## src/rtl/execute_unit.sv

```systemverilog
// Execute stage: single-cycle ALU ops with a valid/ready result register, plus an
// iterative shift-add multiplier that blocks new operations while it runs.
module execute_unit #(
    parameter int unsigned WIDTH = 32
) (
    input  logic             clk,
    input  logic             rst,
    input  logic             in_valid,
    output logic             in_ready,
    input  logic [2:0]       alu_control,
    input  logic [WIDTH-1:0] src_a,
    input  logic [WIDTH-1:0] src_b,
    input  logic [4:0]       rd_addr,
    output logic             out_valid,
    input  logic             out_ready,
    output logic [WIDTH-1:0] alu_result,
    output logic             zero,
    output logic [4:0]       out_rd_addr,
    output logic             busy
);

    localparam int unsigned CntW = $clog2(WIDTH + 1);
    localparam logic [CntW-1:0] LastStep = CntW'(WIDTH - 1);
    localparam logic [2:0] OpMul = 3'b110;

    typedef enum logic {StIdle, StMul} state_t;

    state_t           r_state, w_state_next;
    logic [CntW-1:0]  r_step, w_step_next;
    logic [WIDTH-1:0] r_acc, w_acc_next;
    logic [WIDTH-1:0] r_mcand, w_mcand_next;
    logic [WIDTH-1:0] r_mplier, w_mplier_next;
    logic [4:0]       r_mul_tag, w_mul_tag_next;
    logic             r_out_valid, w_out_valid_next;
    logic [WIDTH-1:0] r_result, w_result_next;
    logic             r_zero, w_zero_next;
    logic [4:0]       r_rd, w_rd_next;

    logic [WIDTH-1:0] w_alu;
    logic [WIDTH-1:0] w_partial;
    logic             w_accept;

    assign in_ready    = !rst && (r_state == StIdle) && (!r_out_valid || out_ready);
    assign w_accept    = in_valid && in_ready;
    assign busy        = (r_state == StMul);
    assign out_valid   = r_out_valid;
    assign alu_result  = r_result;
    assign zero        = r_zero;
    assign out_rd_addr = r_rd;

    always_comb begin
        w_alu = '0;
        case (alu_control)
            3'b000:  w_alu = src_a + src_b;
            3'b001:  w_alu = src_a - src_b;
            3'b010:  w_alu = src_a & src_b;
            3'b011:  w_alu = src_a | src_b;
            3'b101:  w_alu = ($signed(src_a) < $signed(src_b)) ? WIDTH'(1) : '0;
            default: w_alu = '0;
        endcase
    end

    // One shift-add step: add the shifted multiplicand when the current multiplier LSB is set.
    assign w_partial = r_acc + (r_mplier[0] ? r_mcand : '0);

    always_comb begin
        w_state_next     = r_state;
        w_step_next      = r_step;
        w_acc_next       = r_acc;
        w_mcand_next     = r_mcand;
        w_mplier_next    = r_mplier;
        w_mul_tag_next   = r_mul_tag;
        w_out_valid_next = r_out_valid;
        w_result_next    = r_result;
        w_zero_next      = r_zero;
        w_rd_next        = r_rd;

        if (r_out_valid && out_ready) begin
            w_out_valid_next = 1'b0;
        end

        case (r_state)
            StIdle: begin
                if (w_accept) begin
                    if (alu_control == OpMul) begin
                        w_state_next   = StMul;
                        w_step_next    = '0;
                        w_acc_next     = '0;
                        w_mcand_next   = src_a;
                        w_mplier_next  = src_b;
                        w_mul_tag_next = rd_addr;
                    end else begin
                        w_out_valid_next = 1'b1;
                        w_result_next    = w_alu;
                        w_zero_next      = (w_alu == '0);
                        w_rd_next        = rd_addr;
                    end
                end
            end
            StMul: begin
                w_acc_next    = w_partial;
                w_mcand_next  = r_mcand << 1;
                w_mplier_next = r_mplier >> 1;
                w_step_next   = r_step + CntW'(1);
                if (r_step == LastStep) begin
                    w_state_next     = StIdle;
                    w_out_valid_next = 1'b1;
                    w_result_next    = w_partial;
                    w_zero_next      = (w_partial == '0);
                    w_rd_next        = r_mul_tag;
                end
            end
            default: w_state_next = StIdle;
        endcase
    end

    always_ff @(posedge clk or posedge rst) begin
        if (rst) begin
            r_state     <= StIdle;
            r_step      <= '0;
            r_acc       <= '0;
            r_mcand     <= '0;
            r_mplier    <= '0;
            r_mul_tag   <= '0;
            r_out_valid <= 1'b0;
            r_result    <= '0;
            r_zero      <= 1'b0;
            r_rd        <= '0;
        end else begin
            r_state     <= w_state_next;
            r_step      <= w_step_next;
            r_acc       <= w_acc_next;
            r_mcand     <= w_mcand_next;
            r_mplier    <= w_mplier_next;
            r_mul_tag   <= w_mul_tag_next;
            r_out_valid <= w_out_valid_next;
            r_result    <= w_result_next;
            r_zero      <= w_zero_next;
            r_rd        <= w_rd_next;
        end
    end

endmodule

```

## config.mk

```make
export PLATFORM = sky130hd
export DESIGN_NAME = execute_unit
export DESIGN_NICKNAME = d
export VERILOG_FILES = /design/src/rtl/execute_unit.sv
export SDC_FILE = /design/constraint.sdc
export NUM_CORES = 1
export LEC_CHECK = 0
export ABC_AREA = 0
export ABC_CLOCK_PERIOD_IN_PS = 4400
export BUFFER_PORTS_ARGS = -buffer_cell sky130_fd_sc_hd__buf_2
export CORE_UTILIZATION = 50
export CTS_BUF_LIST = sky130_fd_sc_hd__clkbuf_8
export CTS_CLUSTER_DIAMETER = 60
export DETAILED_ROUTE_END_ITERATION = 8
export GPL_ROUTABILITY_DRIVEN = 0
export PLACE_DENSITY = 0.81
export SYNTH_ARGS = -nofsm -noshare
export SYNTH_HDL_FRONTEND = slang
export SYNTH_SLANG_ARGS = --single-unit
```

## constraint.sdc

```tcl
create_clock -name clk -period 4.4 [get_ports clk]
set_input_delay 0.44 -clock clk [delete_from_list [all_inputs] [get_ports clk]]
set_output_delay 0.44 -clock clk [all_outputs]
set_load 0.02 [all_outputs]
```

==> results.json <==
{
  "fmax_ghz": 0.225,
  "hold_violations": 0,
  "cts_buffers": 17,
  "die_area_sq_um": 27800,
  "nFillCells": 2320,
  "antenna_cells": 0,
  "final_layout_size_suffix_gt1_share_pct": 13.2,
  "yosys_warnings": 0,
  "synthArstFlopShare_pct": 100,
  "required_ps": 4790,
  "netlist_instances": 1754,
  "worst_pin_slew_ps": 1020,
  "cts-htree-levels": 4,
  "grt_start_max_net_pins": 78,
  "syn_nets": 1976,
  "outcome": "complete, but fails checks",
  "ys.flop_type": "dfrtp_1",
  "period_needed_ps": 4440,
  "start_util_pct": 51.5,
  "pin_count": 117,
  "synth_edf_count": 0,
  "power_leakage_nw": 7.36,
  "hold_class": "in2reg",
  "antenna_left": 0,
  "worstSetupEndpointType": "flip-flop",
  "syn-cell-area_sq_um": 13600,
  "finalSetupViolations": 1,
  "final_util_pct": 57.2,
  "path_max_fanout": 6,
  "core_sq_um": 26400,
  "place_inst": 2153,
  "grt_usage_pct": 30.2,
  "clkSinkCount": 147,
  "path_class": "reg2reg",
  "die_w_um": 167,
  "first_iter_violations": 1843,
  "grt_pass1_vias": 13190,
  "path_clk_slew_ps": 90,
  "fin_setup_tns_ps": -37.7,
  "cap_viol_max_count": 0,
  "clockBufferDepth": 2,
  "overflow": 0,
  "wirelength_mm": 42.5,
  "drt-vias-per-instance": 6.48,
  "row_count": 59,
  "antenna_found_initial": 0,
  "cts_root_buf": "clkbuf_8",
  "ys_seq_elements": 147,
  "place_ws_ps": 27.5,
  "cts_tree": "done",
  "drv_slew": 0,
  "final_nets": 2061,
  "power.density_nw_per_um2": 363,
  "syn_avg_cell_area_sq_um": 7.73,
  "fin_crit_sh_pct": 101,
  "whs_ps": 172,
  "violations": "negative setup slack",
  "skew_ps": 17.8,
  "multi_input_area_sq_um": 9260,
  "clk_latency_ps": 480,
  "wl_per_cell_um": 19.4,
  "max_slew_margin_pct": 32.3,
  "port_buffers": 116,
  "drc": 0,
  "hpwl_mm": 31.7,
  "vias": 14166,
  "timing.final.ws_setup_ps": -37.7,
  "ff_latch_area_sq_um": 3680,
  "start_kind": "flip-flop",
  "firstDrtPassIters": 7,
  "seq_area_frac_synth_pct": 27.1,
  "synth.distinct_cells": 87,
  "final_cell_count_no_fill": 2187,
  "grt_pass1_wl_mm": 68.4,
  "arrival_ps": 4830,
  "syn_to_final_growth_pct": 11.2,
  "rsz0062_at_grt": "yes",
  "vdd_drop_max_mv": 0.231,
  "die_h_um": 167
}
-- repair_timing --
action | 4_1_cts | 5_1_grt
pin swaps | 0 | 10
buffers inserted | 0 | 2
gates resized for setup | 1 | 18
hold buffers | 0 | 0
setup endpoints to repair | 1 | 1
-- placed cells by master (no fill, tap or decap), types with 46 or more instances in the layout --
cell type,instances
inv_1,93
dfrtp_1,146
buf_4,46
ha_1,142
a22oi_1,62
nor2_1,133
o21ai_0,88
nand2_1,297
a21oi_1,122
buf_2,116
-- synth_stat cells, types with 8 or more instances --
cell	count	area, sq um
nand2_1	297	1110
or3_1	8	50.1
clkbuf_1	88	330
and3_1	11	68.8
nor4_1	14	87.6
a211o_1	9	78.8
o21ai_0	88	440
o211ai_1	25	188
a22o_1	19	166
nor2_1	134	503
o22ai_1	10	62.6
nor3_1	34	170
nand2b_1	9	56.3
a21oi_1	127	636
xnor2_1	23	201
mux2i_1	18	180
nor2b_1	16	100
a211oi_1	30	225
inv_1	94	353
a2111oi_0	8	70.1
ha_1	143	1790
or2_2	8	50.1
a21o_1	27	203
o21a_1	17	128
a31oi_1	15	93.8
dfrtp_1	147	3680
a22oi_1	62	465
o31ai_1	16	120
and2_1	41	257
xor2_1	15	131
nand4_1	23	144
nand3_1	33	165
o21bai_1	17	128
buf_1	8	30.0
-- critical path, stage by stage, from the launching register on --
cell      delay (ps)
dfrtp_1          450
and2_1           170
ha_1             390
a21o_1           250
a31oi_2          220
a211oi_1         130
or4_4            560
nand3_2          120
nand3b_1          80
a21oi_1          190
xnor2_1          160
or4_1            540
or4b_1           460
or4_1            420
o31ai_2          210
-- per-layer routing --
layer  vias to the layer above  global-route usage, %  routed length (um)  share of wire, %
met2                       858                   46.1               18100                43
met3                       164                   7.15                4910                12
met4                         0                   11.7                1580               3.7
met5                         -                      0                   0                 0
met1                      6658                   41.2               17900                42
li1                       6486                      -                   -                 -
-- per-stage QoR --
stage / power (mW) / instance area (sq um)
5_1_grt: 5.79 / 15100
3_5_place_dp: 4.22 / 14600
4_1_cts: 5.38 / 15000
2_1_floorplan: 3.49 / 13600
3_3_place_gp: 4.15 / 14600
6_report: 5.47 / 15100
-- cells by family after synthesis --
logic type | Yosys count | share of synthesized area (%)
AO/OA/AOI/OAI | 552 | 27.5
multiplexers | 21 | 1.58
flip-flops | 147 | 27.1
AND/OR/NAND/NOR | 657 | 22.3
XOR/XNOR | 38 | 2.45
adder cells (fa/ha/maj) | 146 | 13.6
buffers and inverters | 193 | 5.40
-- where the power goes --
part	total [mW]	internal, mW	switching, mW
Sequential	1.98	1.72	0.262
Clock	1.16	0.537	0.620
Combinational	2.34	0.843	1.49
Total	5.47	3.10	2.37
-- state kept, by name, indices dropped and copies added, names as in the netlist --
name,flops
r_mcand,32
r_acc,32
alu_result,32
r_mplier,32
busy,1
out_valid,1
zero,1
r_step,6
r_mul_tag,5
out_rd_addr,5
-- cell type report --
type	count	share of cell area [%]
Multi-Input combinational cell	1414	61.4
Sequential cell	147	24.4
Timing Repair Buffer	163	6.27
Tap cell	335	2.78
Inverter	96	2.42
Clock buffer	18	1.64
Clock inverter	14	1.08
-- final timing paths --
path	start	endpoint	slack, ps	cells after the start
worst min register to register	out_rd_addr[2]	out_rd_addr[2]	480	2
worst min-delay path	rd_addr[1]	r_mul_tag[1]	170	3
worst max-delay path	r_mplier[0]	zero	-40	14
worst max register to register	r_mplier[0]	zero	-40	14
min in group asynchronous	rst	r_step[2]	310	3
max in group asynchronous	rst	busy	2550	4
Power figures use the tool's default switching activity.
